## src/rtl/spw_link_fsm.sv

```systemverilog
// spw_link_fsm: SpaceWire link initialisation state machine
// (ErrorReset, ErrorWait, Ready, Started, Connecting, Run).
//
// Ports:
//   clock_sys, resetn     system clock, async active-low reset
//   link_start            host level: start link
//   link_disable          host level: disable link, dominates start
//   auto_start            host level: start on first received NULL
//   rx_got_null/fct/nchar/time_code
//                         1-cycle receive token pulses
//   rx_error              parity/escape error pulse
//   rx_disconnect         disconnect timeout pulse
//   credit_error          TX credit overflow pulse
//   rx_resetn_out         active-low receiver reset
//   enable_tx             TX encoder enable
//   send_null_tx          TX restricted to NULLs
//   send_fct_tx           TX may send FCTs
//   link_up               high in Run
//   fsm_state             current state code (0..5)
//   err_count             entries into ErrorReset, saturating at 255
//
// Optional feature: define SPW_FSM_ERR_CNT_EN to build the error-event
// counter. Without it err_count is tied to zero and has no flops.
//
// All outputs are registered and decoded from the next state, so they
// are valid in the first cycle a state is occupied.

module spw_link_fsm #(
    parameter int unsigned CNT_6U4  = 640,
    parameter int unsigned CNT_12U8 = 1280,
    parameter int unsigned CNT_W    = 11
) (
    input  logic       clock_sys,
    input  logic       resetn,
    input  logic       link_start,
    input  logic       link_disable,
    input  logic       auto_start,
    input  logic       rx_got_null,
    input  logic       rx_got_fct,
    input  logic       rx_got_nchar,
    input  logic       rx_got_time_code,
    input  logic       rx_error,
    input  logic       rx_disconnect,
    input  logic       credit_error,
    output logic       rx_resetn_out,
    output logic       enable_tx,
    output logic       send_null_tx,
    output logic       send_fct_tx,
    output logic       link_up,
    output logic [2:0] fsm_state,
    output logic [7:0] err_count
);

    typedef enum logic [2:0] {
        ErrorReset = 3'd0,
        ErrorWait  = 3'd1,
        Ready      = 3'd2,
        Started    = 3'd3,
        Connecting = 3'd4,
        Run        = 3'd5
    } state_t;

    // Timer value on the last cycle of each interval.
    localparam logic [CNT_W-1:0] LAST_6U4  = CNT_W'(CNT_6U4 - 1);
    localparam logic [CNT_W-1:0] LAST_12U8 = CNT_W'(CNT_12U8 - 1);

    state_t           state_q, state_d;
    logic [CNT_W-1:0] timer_q, timer_d;
    logic             got_null_seen;

    logic err, ctl_err, enabled, t_6u4, t_12u8;

    // rx_error only counts once the link has proven it can see NULLs.
    assign err     = rx_disconnect | (rx_error & got_null_seen);
    assign ctl_err = err | rx_got_fct | rx_got_nchar | rx_got_time_code;
    assign enabled = ~link_disable & (link_start | (auto_start & got_null_seen));
    assign t_6u4   = (timer_q == LAST_6U4);
    assign t_12u8  = (timer_q == LAST_12U8);

    // Error/timeout exits are tested before progress exits.
    always_comb begin
        state_d = state_q;
        case (state_q)
            ErrorReset: if (t_6u4) state_d = ErrorWait;
            ErrorWait: begin
                if (ctl_err)     state_d = ErrorReset;
                else if (t_12u8) state_d = Ready;
            end
            Ready: begin
                if (ctl_err)      state_d = ErrorReset;
                else if (enabled) state_d = Started;
            end
            Started: begin
                if (ctl_err | t_12u8) state_d = ErrorReset;
                else if (rx_got_null) state_d = Connecting;
            end
            Connecting: begin
                if (err | rx_got_nchar | rx_got_time_code | t_12u8) state_d = ErrorReset;
                else if (rx_got_fct)                                 state_d = Run;
            end
            Run: if (err | credit_error | link_disable) state_d = ErrorReset;
            default: state_d = ErrorReset;
        endcase
    end

    always_comb begin
        if (state_d != state_q)     timer_d = '0;
        else if (timer_q != '1)     timer_d = timer_q + 1'b1;
        else                        timer_d = timer_q;
    end

    always_ff @(posedge clock_sys or negedge resetn) begin
        if (!resetn) begin
            state_q       <= ErrorReset;
            timer_q       <= '0;
            got_null_seen <= 1'b0;
            rx_resetn_out <= 1'b0;
            enable_tx     <= 1'b0;
            send_null_tx  <= 1'b0;
            send_fct_tx   <= 1'b0;
            link_up       <= 1'b0;
            fsm_state     <= 3'd0;
        end else begin
            state_q <= state_d;
            timer_q <= timer_d;
            // Receiver is held in reset in ErrorReset, so NULLs only count outside it.
            if (state_q == ErrorReset)           got_null_seen <= 1'b0;
            else if (rx_got_null && rx_resetn_out) got_null_seen <= 1'b1;
            rx_resetn_out <= (state_d != ErrorReset);
            enable_tx     <= (state_d inside {Started, Connecting, Run});
            send_null_tx  <= (state_d == Started);
            send_fct_tx   <= (state_d inside {Connecting, Run});
            link_up       <= (state_d == Run);
            fsm_state     <= state_d;
        end
    end

`ifdef SPW_FSM_ERR_CNT_EN
    always_ff @(posedge clock_sys or negedge resetn) begin
        if (!resetn) begin
            err_count <= 8'd0;
        end else if (state_d == ErrorReset && state_q != ErrorReset && err_count != 8'hFF) begin
            err_count <= err_count + 8'd1;
        end
    end
`else
    assign err_count = 8'd0;
`endif

endmodule

```

## config.mk

```make
export PLATFORM = sky130hd
export DESIGN_NAME = spw_link_fsm
export DESIGN_NICKNAME = d
export VERILOG_FILES = /design/src/rtl/spw_link_fsm.sv
export SDC_FILE = /design/constraint.sdc
export NUM_CORES = 1
export LEC_CHECK = 0
export CORE_MARGIN = 2
export CORE_UTILIZATION = 30
export DETAILED_ROUTE_END_ITERATION = 6
export GPL_ROUTABILITY_DRIVEN = 0
export PLACE_DENSITY = 0.56
export REMOVE_ABC_BUFFERS = 1
export SLEW_MARGIN = 40
export SYNTH_ARGS = -nofsm -noshare
export SYNTH_HDL_FRONTEND = slang
export SYNTH_SLANG_ARGS = --single-unit
```

## constraint.sdc

```tcl
create_clock -name clock_sys -period 5.15 [get_ports clock_sys]
set_input_delay 1.2875 -clock clock_sys [delete_from_list [all_inputs] [get_ports clock_sys]]
set_output_delay 1.2875 -clock clock_sys [all_outputs]
set_load 0.05 [all_outputs]
```

# Word-level counts from Yosys, hierarchy flattened

Cells that the tools add are included.

Register bits: 20
Input bits: 12
Output and inout port bits: 16
Word-level logic and storage cells: 58

$add $sub $neg: 1
Equality and inequality tests: 12
Multiplexer cells: 15
Bitwise operators: 15
Reductions and logical operators: 7

Operators with widths:

| cell                                                                     | number |
|---|---|
| 3-bit 2-to-1 mux                                                         | 10 |
| 11-bit 2-to-1 mux                                                        | 2 |
| 3-bit case mux with 6 select lines                                       | 1 |
| 3-bit equality test (second input constant)                              | 4 |
| 11-bit by 1-bit adder with 11-bit output (second input constant)         | 1 |
| 11-bit by 10-bit equality test with 1-bit output (second input constant) | 1 |
| 11-bit equality test (second input constant)                             | 1 |
| 11-bit inequality test (second input constant)                           | 1 |
| 1-bit bitwise OR                                                         | 11 |
| 3-bit by 2-bit equality test with 1-bit output (second input constant)   | 3 |
| 2-bit nonzero test                                                       | 3 |
| 3-bit nonzero test                                                       | 2 |
| 1-bit AND                                                                | 3 |
| 3-bit by 1-bit equality test with 1-bit output (second input constant)   | 1 |
| 3-bit logical NOT                                                        | 1 |
| 3-bit inequality test                                                    | 1 |
| 1-bit 2-to-1 mux                                                         | 2 |
| 1-bit logical AND                                                        | 1 |
| 1-bit NOT                                                                | 1 |

# Depth between registers and ports, before layout

Gate-level depths: netlist of the first run.

Depth after elaboration: 10
Gate-level depth with buffers: 9
Gate-level depth less buffers: 7

# Worst setup path before layout of the first run

Ideal clock, no wire load.

Kind: input-to-reg
Start: in credit_error
End: reg timer_q[6]
Setup time: 0.080 ns
Arrival: 2.774 ns
Data required time: 5.070 ns
Setup slack: 2.296 ns
Stages: 6
Path buffers: 1
Path through: or3b_1 nor4b_2 a31oi_1 a221o_1 buf_2 nor3b_2

Cells in the longest elaborated chain, start to end: 6
Elaborated cells between the ends (all ways): 7
Those cells by class: 1 x eq/ne; 3 x mux; 2 x bitwise; 1 x reduce/logical

Ends and longest elaborated chain:

| what                                                           | RTL line | RTL |
|---|---|---|
| start: declaration                                             | 44       | `input logic credit_error,` |
| 1-bit bitwise OR * (2 in series)                               | 101      | `Run: if (err \| credit_error \| link_disable) state_d = ErrorReset;` |
| 3-bit 2-to-1 mux *                                             | 101      |  |
| 3-bit case mux with 6 select lines *                           | 83       | `case (state_q)` |
| 3-bit inequality test *                                        | 107      | `if (state_d != state_q) timer_d = '0;` |
| 11-bit 2-to-1 mux / 2-bit nonzero test (equally long branches) | -        |  |
| end signal: assignment                                         | 125      | `timer_q <= timer_d;` |
| end: declaration                                               | 68       | `logic [CNT_W-1:0] timer_q, timer_d;` |

Mark *: on every way between the ends. The rest lies on a longest branch, timed or not.
A chain may end at the register's enable or synchronous reset.

# Worst setup path after layout of the first run

Start: in credit_error
End: reg timer_q[8]

Same word-level chain as after synthesis.

==> metrics.txt, run 1 <==
outcome=completed; Logic pwr share=0.191; leading cell type in the layout, fill and taps excluded=dfrtp_1; Core ar.=0.00394 sq mm; routed vias=920; Tcrit/Tclk final=0.641; unrepaired setup endpoints after global routing=false; number of synthesized flops with an enable pin=0; delay-heaviest family, CP=compound AO/OA/AOI/OAI gates; final WL=2340 microns; synthesized instance count=120; DRT Pass-1 Iters=4; setup ws final=1.85 ns; Critical Path AT=3.45 ns; Setup CP Type=input pin to flip-flop; power per cell area=284 mW/mm^2; # Post-CTS Setup Buffers=0; DRC viols=0; area of the mapped netlist=0.00121 sq mm; Bufs and invs on worst path=1; area of the die=0.00457 sq mm; hold_buf cts=0; yosys warns=0; commonest cells after routing, fill and taps aside=dfrtp_1 (20), clkdlybuf4s50_1 (18), nor3_2 (9); CP required=5.30 ns; Critical Path Max Stage Delay=0.61 ns; sequential area share after synthesis=0.412; detailed placer's ending HPWL=1830 microns; initial antenna violation count=0; Avg Inst Size Synth=10.1 sq um; critical-path cell list=clkdlybuf4s50_1 -> or3b_1 -> nor4b_2 -> a31oi_1 -> a221o_1 -> a2111oi_2; DIE WIDTH=67.6 microns; vias in the first global route=874; H-tree levels=1; Slew @ Worst Pin=0.622 ns; Initial Utilization=0.308; clock power share=0.291; Post-CTS Resized=0; root buffer cell=clkbuf_8; Slew headroom=0.585; first-pass GRT wire length=4010 microns; die height=67.6 microns; Final #Nets=151; share of cells above drive strength 1=0.161; crit end category=flip-flop; switching part of the total=0.304; total CTS buffers=3; Hold Path Class=flip-flop to flip-flop; CTS tree=yes; n_diodes=0; FP Rows=23; Post-DP Area=0.00140 sq mm; Final setup viols=0; LEAKAGE=0.000637 uW; internal power=287 uW; grt ovf=0; CP max-delay cell=a221o_1; Routed wire per std cell=12.5 microns; worst-path fanout max=11; clock slew at reported path FFs=0.07 ns; total negative slack=0 ns; # IOs=28; Net Switching=125 uW; crit path launch type=input pin; CTS Sinks=20; drt initial violations=53; Detail Route Antenna Nets=0; GRT Resource Usage Total=0.118; Max Clk Rate=0.303 GHz; Max clock buf depth=2; Post-synth ARST share=1.00; later-pin clock latency in the skew report=0.26 ns; worst slack, placed=1.59 ns; largest net degree at the start of global routing=21; final instance area=0.00145 sq mm; post-synth cell types=43; Via density=4.92; VDD IR max=0.000132 V; synthesis-stage register bit count=20; worst clock skew=0.00188 ns; Final min period=3.30 ns; Slew Limit Fails=0; PortBufs=19; Hold Vio Cnt, Final=0; max cap viols=0; Top FF cell, synth=dfrtp_1; sequential share of power=0.518; Area Overhead vs Synth=19.7%
==> synthesized netlist by cell type, types with 2 or more instances <==
cell,n,area [sq um]
a21oi_1,5,25.0
a41oi_1,2,17.5
and3_1,4,25.0
buf_2,2,10.0
buf_4,9,67.6
dfrtp_1,20,500
inv_1,4,15.0
mux2i_1,2,20.0
nand2_1,8,30.0
nand3_1,4,20.0
nand4_1,5,31.3
nor2_1,5,18.8
nor3_1,4,20.0
nor3_2,9,90.1
nor3b_1,2,15.0
o21ai_0,2,10.0
xnor2_1,3,26.3
xor2_1,5,43.8
==> flip-flops by register name (all words and copies together) (netlist names) <==
signal and flops:
timer_q 11, enable_tx 1, state_q 3, send_fct_tx 1, rx_resetn_out 1, link_up 1
send_null_tx 1, got_null_seen 1
==> worst paths after layout <==
check | start | to | slack [ns] | cells after the start
setup / recovery | credit_error | timer_q[8] | 1.85 | 6
hold / removal | rx_resetn_out | got_null_seen | 0.54 | 2
setup reg to reg | state_q[0] | timer_q[8] | 2.69 | 5
hold reg to reg | rx_resetn_out | got_null_seen | 0.54 | 2
max in group asynchronous | resetn | timer_q[3] | 3.89 | 1
min in group asynchronous | resetn | timer_q[2] | 0.96 | 1
==> per-layer routing <==
layer	vias up	GRT usage	wire [microns]
met5	-	0	0
met4	0	0.0510	31
met3	4	0.0317	118
met2	25	0.195	1160
met1	441	0.142	1040
li1	450	-	-
==> stage by stage <==
step | std cells | utilization | total power [uW] | hold slack, ns
2_1_floorplan | 113 | - | 269 | 0.485
3_3_place_gp | 183 | 0.356 | 291 | 0.515
3_5_place_dp | 183 | 0.355 | 297 | 0.522
4_1_cts | 187 | 0.369 | 419 | 0.547
5_1_grt | 187 | 0.369 | 437 | 0.580
6_report | 187 | 0.369 | 413 | 0.539
==> cells by family after synthesis <==
family	synth area share
simple gates	0.285
flops	0.412
compound gates	0.123
buf+inv	0.0927
xor+xnor	0.0577
mux	0.0165
fa+ha+maj	0.0103
other cells	0.00309
==> tightest hold or removal path: cells and delay by family, from the launching register on <==
kind | cells | cell delay (ns)
simple gates | 1 | 0.08
flops | 1 | 0.35
compound gates | 1 | 0.07
==> area by class of cell <==
cell class | count | area, sq um
Sequential cell | 20 | 500
Tap cell | 50 | 62.6
Inverter | 4 | 15.0
Timing Repair Buffer | 20 | 193
Clock buffer | 4 | 55.1
Multi-Input combinational cell | 89 | 628
Fill cell | 395 | 2490
==> power by group through the flow <==
stage	Clock [uW]	Combinational [uW]	Sequential, uW
global route	131	88.0	218
CTS	125	80.6	214
floorplan	0	60.5	208
global placement	0	77.1	214
detailed placement	0	80.3	217
finish	120	79.0	214
Note: power is estimated with default switching activity, not from simulation.
==> inputs of run 2 (changes only) <==
- clock period: 5.15 -> 3.11 ns (I/O delays scaled with it)
==> run 2 against run 1 <==
- flip-flop and latch count is the same
- combinational power up 70%
- largest power group unchanged
- via count down 0.76%
- setup slack got worse by 1.3 ns
- power rose by 82%
- critical path type unchanged
- sequential share of layout area decreased by 0.84 points
- non-clock buffer count increased by 2
==> metrics.txt, run 2 (synthesized netlist as in run 1, its figures left out) <==
crit end category=flip-flop; Hold Crit Start=rx_resetn_out; FP Rows=23 (unchanged); FF/Latch Area=500 sq um (unchanged); Via density=4.83 (-1.8%); worst r2r dst=timer_q[6]; routed vias=913 (-0.76%); total CTS buffers=3 (unchanged); worst r2r src=state_q[0]; # IOs=28 (unchanged); CTS tree=yes; vias in the first global route=910 (+4.1%); PortBufs=19 (unchanged); Area Overhead vs Synth=22.7%; met3 Use GR=0.0350 (+0.00333); met2 Use GR=0.208 (+0.0135); clock slew at reported path FFs=0.08 ns (about the same); later-pin clock latency in the skew report=0.26 ns (about the same); Tcrit/Tclk final=0.828; area of the die=0.00457 sq mm (unchanged); root buffer cell=clkbuf_8; largest net degree at the start of global routing=21 (unchanged); Slew @ Worst Pin=0.507 ns (-0.115 ns); critical-path cell list=clkdlybuf4s50_1 -> or3b_1 -> nor4b_2 -> a31oi_1 -> a221o_1 -> buf_4 -> nor3b_2; Most flops, register=timer_q; n_diodes=0 (unchanged); Hold Path Class=flip-flop to flip-flop; worst-path fanout max=10 (-1); worst clock skew=0.00583 ns (+0.00395 ns); total negative slack=0 ns (unchanged); Slew headroom=0.661 (+0.0759); CP max-delay cell=a221o_1; crit path launch type=input pin; power per cell area=504 mW/mm^2 (+78%); Final #Nets=153 (+1.3%); Hold Vio Cnt, Final=0 (unchanged); # Post-CTS Setup Buffers=0 (unchanged); Fill cells=396 (+0.25%); VDD IR max=0.000198 V (+50%); Max clock buf depth=2 (unchanged); initial antenna violation count=0 (unchanged); share of cells above drive strength 1=0.165 (+0.00488); GRT Resource Usage Total=0.126 (+0.00803); Slew Limit Fails=0 (unchanged); LEAKAGE=0.000654 uW (+2.7%); Critical Path Max Stage Delay=0.40 ns (-0.21 ns); Initial Utilization=0.308 (unchanged); area occupied by multi-input gates=628 sq um (unchanged); Detail Route Antenna Nets=0 (unchanged); Final setup viols=0 (unchanged); grt ovf=0 (unchanged); outcome=completed; max cap viols=0 (unchanged); Post-CTS Resized=0 (unchanged); Final Non-Filler Cells=189 (+1.1%); reg-to-reg setup timing slack=0.83 ns (-1.86 ns); leading cell type in the layout, fill and taps excluded=dfrtp_1; Final min period=2.58 ns; commonest cells after routing, fill and taps aside=dfrtp_1 (20), clkdlybuf4s50_1 (19), nor3_2 (9); unrepaired setup endpoints after global routing=false; die height=67.6 microns (unchanged); CTS Sinks=20 (unchanged); Post-DP Area=0.00142 sq mm (+1.4%); Critical Path AT=2.76 ns (-0.69 ns); Global Route met1 Usage=0.161 (+0.0184); r2r worst-path depth=6 (+1); Hold Path Cell Cnt=2 (unchanged); detailed placer's ending HPWL=1880 microns (+2.5%); final WL=2470 microns (+5.5%); H-tree levels=1 (unchanged); Max Clk Rate=0.388 GHz; DRC viols=0 (unchanged); DIE WIDTH=67.6 microns (unchanged); dpl cells=185 (+1.1%); GRT busiest layer=met2; DRT Pass-1 Iters=4 (unchanged); drt initial violations=49 (-7.5%); hold_buf cts=0 (unchanged); biggest regs=timer_q (11), state_q (3); Setup CP Type=input pin to flip-flop; Routed wire per std cell=13.1 microns (+4.4%); first-pass GRT wire length=4330 microns (+8.1%); Core ar.=0.00394 sq mm (unchanged); final instance area=0.00149 sq mm (+2.5%); max FFs per register=11 (unchanged); CP required=3.29 ns (-2.01 ns); Hold Path End=got_null_seen
run 2: metrics by stage:
stage	setup WS, ns	util	power (uW)	hold WS (ns)
global placement	0.298	0.360	482	0.514
detailed placement	0.258	0.360	494	0.526
CTS	0.537	0.378	758	0.552
finish	0.534	0.378	751	0.545
floorplan	0.332	-	445	0.482
global route	0.404	0.378	801	0.605
run 2: per-layer routing:
| metal | part of all wire | routed length, microns |
|---|---|---|
| met1 | 0.45 | 1110 |
| met4 | 0.0077 | 19 |
| met2 | 0.51 | 1260 |
| met5 | 0 | 0 |
| met3 | 0.032 | 80 |
run 2: where the power goes:
part / internal (uW) / switching [uW]
clock network: 172 / 91.1
logic: 62.8 / 71.6
registers: 302 / 51.6
run 2: how the worst max path moves through the flow:
| stage | from | end |
|---|---|---|
| after floorplan | state_q[0] | timer_q[6] |
| after global placement | credit_error | timer_q[8] |
| after detailed placement | credit_error | timer_q[3] |
| after CTS | credit_error | timer_q[3] |
| after global routing | link_disable | timer_q[8] |
| final | credit_error | timer_q[6] |
run 2: layout make-up:
type,count,share of cell area
repair buffers,22,0.143
well taps,50,0.0420
clock buffers,3,0.0277
clock inverters,1,0.0202
inverters,4,0.0101
flip-flops and latches,20,0.336
multi-input cells,89,0.421
run 2: worst max-delay path, delay by kind of cell:
family | cells | cell delay [ns]
AO/OA/AOI/OAI | 2 | 0.50
buffers and inverters | 2 | 0.59
AND/OR/NAND/NOR | 3 | 0.90
==> inputs of run 3 (changes only) <==
- PLACE_DENSITY: 0.56 -> 0.58
- clock period: 3.11 -> 2.31 ns (I/O delays scaled with it)
==> run 3 against run 2 <==
- worst hold slack got worse by 0.0097 ns
- critical endpoint is now timer_q[5]
- combinational power increased by 47%
- clock-buffer cell count stayed put
- largest power group unchanged
- die area is the same
- power is 21% higher
- global-route usage rose by 0.71 points
- sequential power rose by 36%
- utilization rose by 4.5 points
- clock power fell by 13%
- first-iteration DRC count shrank 10%
==> metrics.txt, run 3 (synthesized netlist as in run 1, its figures left out) <==
detailed placer's ending HPWL=2070 microns (+10%); worst r2r dst=timer_q[5]; root buffer cell=clkbuf_8; final WL=2800 microns (+13%); outcome=completed; Final min period=2.21 ns; commonest cells after routing, fill and taps aside=dfrtp_1 (20), buf_4 (17), clkdlybuf4s50_1 (15); share of cells above drive strength 1=0.281 (+0.116); power per cell area=543 mW/mm^2 (+7.7%); DRC viols=0 (unchanged); clock slew at reported path FFs=0.07 ns (about the same); Slew Limit Fails=0 (unchanged); leading cell type in the layout, fill and taps excluded=dfrtp_1; crit path launch=timer_q[0]; routed vias=1021 (+12%); worst r2r src=timer_q[0]; r2r worst-path depth=8 (+2); fin util=0.423 (+0.0451); PortBufs=19 (unchanged); die height=67.6 microns (unchanged); initial antenna violation count=0 (unchanged); Routed wire per std cell=13.8 microns (+5.5%); grt ovf=0 (unchanged); VDD IR max=0.000243 V (+23%); # IOs=28 (unchanged); Final setup viols=0 (unchanged); Post-DP Area=0.00153 sq mm (+7.8%); Slew @ Worst Pin=0.500 ns (-0.00645 ns); Max clock buf depth=2 (unchanged); GRT Resource Usage Total=0.133 (+0.00708); H-tree levels=1 (unchanged); biggest regs=timer_q (11), state_q (3); Detail Route Antenna Nets=0 (unchanged); DIE WIDTH=67.6 microns (unchanged); worst slack, placed=-0.319 ns (-0.576 ns); hold_buf cts=0 (unchanged); LEAKAGE=0.000746 uW (+14%); setup ws final=0.100 ns (-0.434 ns); drt initial violations=44 (-10%); Final #Nets=168 (+9.8%); Most flops, register=timer_q; Initial Utilization=0.308 (unchanged); Via density=5.03 (+4.1%); area of the die=0.00457 sq mm (unchanged); crit path launch type=flip-flop; first-pass GRT wire length=4550 microns (+4.9%); worst clock skew=0.00246 ns (-0.00337 ns); vias in the first global route=1050 (+15%); Hold Slack=0.535 ns (-0.00966 ns); later-pin clock latency in the skew report=0.25 ns (about the same); largest net degree at the start of global routing=21 (unchanged); reg-to-reg setup timing slack=0.10 ns (-0.73 ns); Core ar.=0.00394 sq mm (unchanged); CP required=2.49 ns (-0.80 ns); crit end category=flip-flop; Max Clk Rate=0.453 GHz; worst-path fanout max=5 (-5); Critical Path AT=2.39 ns (-0.37 ns); Area Overhead vs Synth=37.3%; unrepaired setup endpoints after global routing=false; max cap viols=0 (unchanged); total CTS buffers=3 (unchanged); DRT Pass-1 Iters=4 (unchanged); CTS Sinks=20 (unchanged); Setup CP Type=flip-flop to flip-flop; n_diodes=0 (unchanged); final instance area=0.00167 sq mm (+12%); Critical Path End=timer_q[5]; Hold Vio Cnt, Final=0 (unchanged); Slew headroom=0.666 (+0.00432); CTS tree=yes; FP Rows=23 (unchanged); max FFs per register=11 (unchanged); Tcrit/Tclk final=0.957; Hold Path Class=flip-flop to flip-flop
[run 3: cell count changes in the layout (fill, tap and decap cells not counted), sizes merged]
cell	before	now
buf	3	19
bufinv	1	0
clkbuf	3	4
clkdlybuf4s50	19	15
dlymetal6s2s	0	2
[run 3: worst min path at each step]
stage | cells past startpoint | end | slack, ns | from
3_5_place_dp | 2 | got_null_seen | 0.51 | rx_resetn_out
4_1_cts | 2 | got_null_seen | 0.55 | rx_resetn_out
6_report | 2 | got_null_seen | 0.53 | rx_resetn_out
3_3_place_gp | 2 | got_null_seen | 0.52 | rx_resetn_out
5_1_grt | 2 | got_null_seen | 0.60 | rx_resetn_out
2_1_floorplan | 0 | enable_tx | 0.28 | resetn
[run 3: repair_timing]
| item | in CTS | in global routing |
|---|---|---|
| pin swaps | 2 | 5 |
| gates cloned | 0 | 1 |
| setup buffers | 1 | 1 |
| resized for setup | 0 | 11 |
| setup endpoints to repair | 11 | 11 |
[run 3: metal layers]
metal / part of all wire / GRT usage
met5: 0 / 0
met1: 0.44 / 0.162
met2: 0.49 / 0.225
met4: 0.024 / 0.0408
met3: 0.043 / 0.0367
[run 3: critical path, stage by stage, from the launching register on]
cell and delay, ns:
dfrtp_1 0.42, ha_1 0.24, and3_1 0.24, and3_2 0.24
a21oi_2 0.20, nor2_1 0.06, a221o_2 0.38, clkbuf_16 0.19
nor3_4 0.16
[run 3: cell type report]
class                           instances  area (sq um)
Multi-Input combinational cell         89           681
Fill cell                             372          2270
Clock buffer                            3          41.3
Inverter                                4          15.0
Timing Repair Buffer                   37           368
Sequential cell                        20           500
Tap cell                               50          62.6
[run 3: where the power goes]
group | switching, uW | leakage, uW | total, uW | internal [uW]
Combinational | 104 | 0.000458 | 197 | 93.0
Sequential | 73.7 | 0.000267 | 481 | 407
Clock | 112 | 0.0000216 | 228 | 116
Total | 290 | 0.000746 | 906 | 616
[run 3: stage by stage]
step / power [uW] / cells / TNS, ns
6_report: 906 / 203 / 0
5_1_grt: 962 / 203 / 0
4_1_cts: 900 / 201 / 0
3_5_place_dp: 669 / 197 / -3.40
3_3_place_gp: 654 / 197 / -2.98
2_1_floorplan: 599 / 113 / -5.11
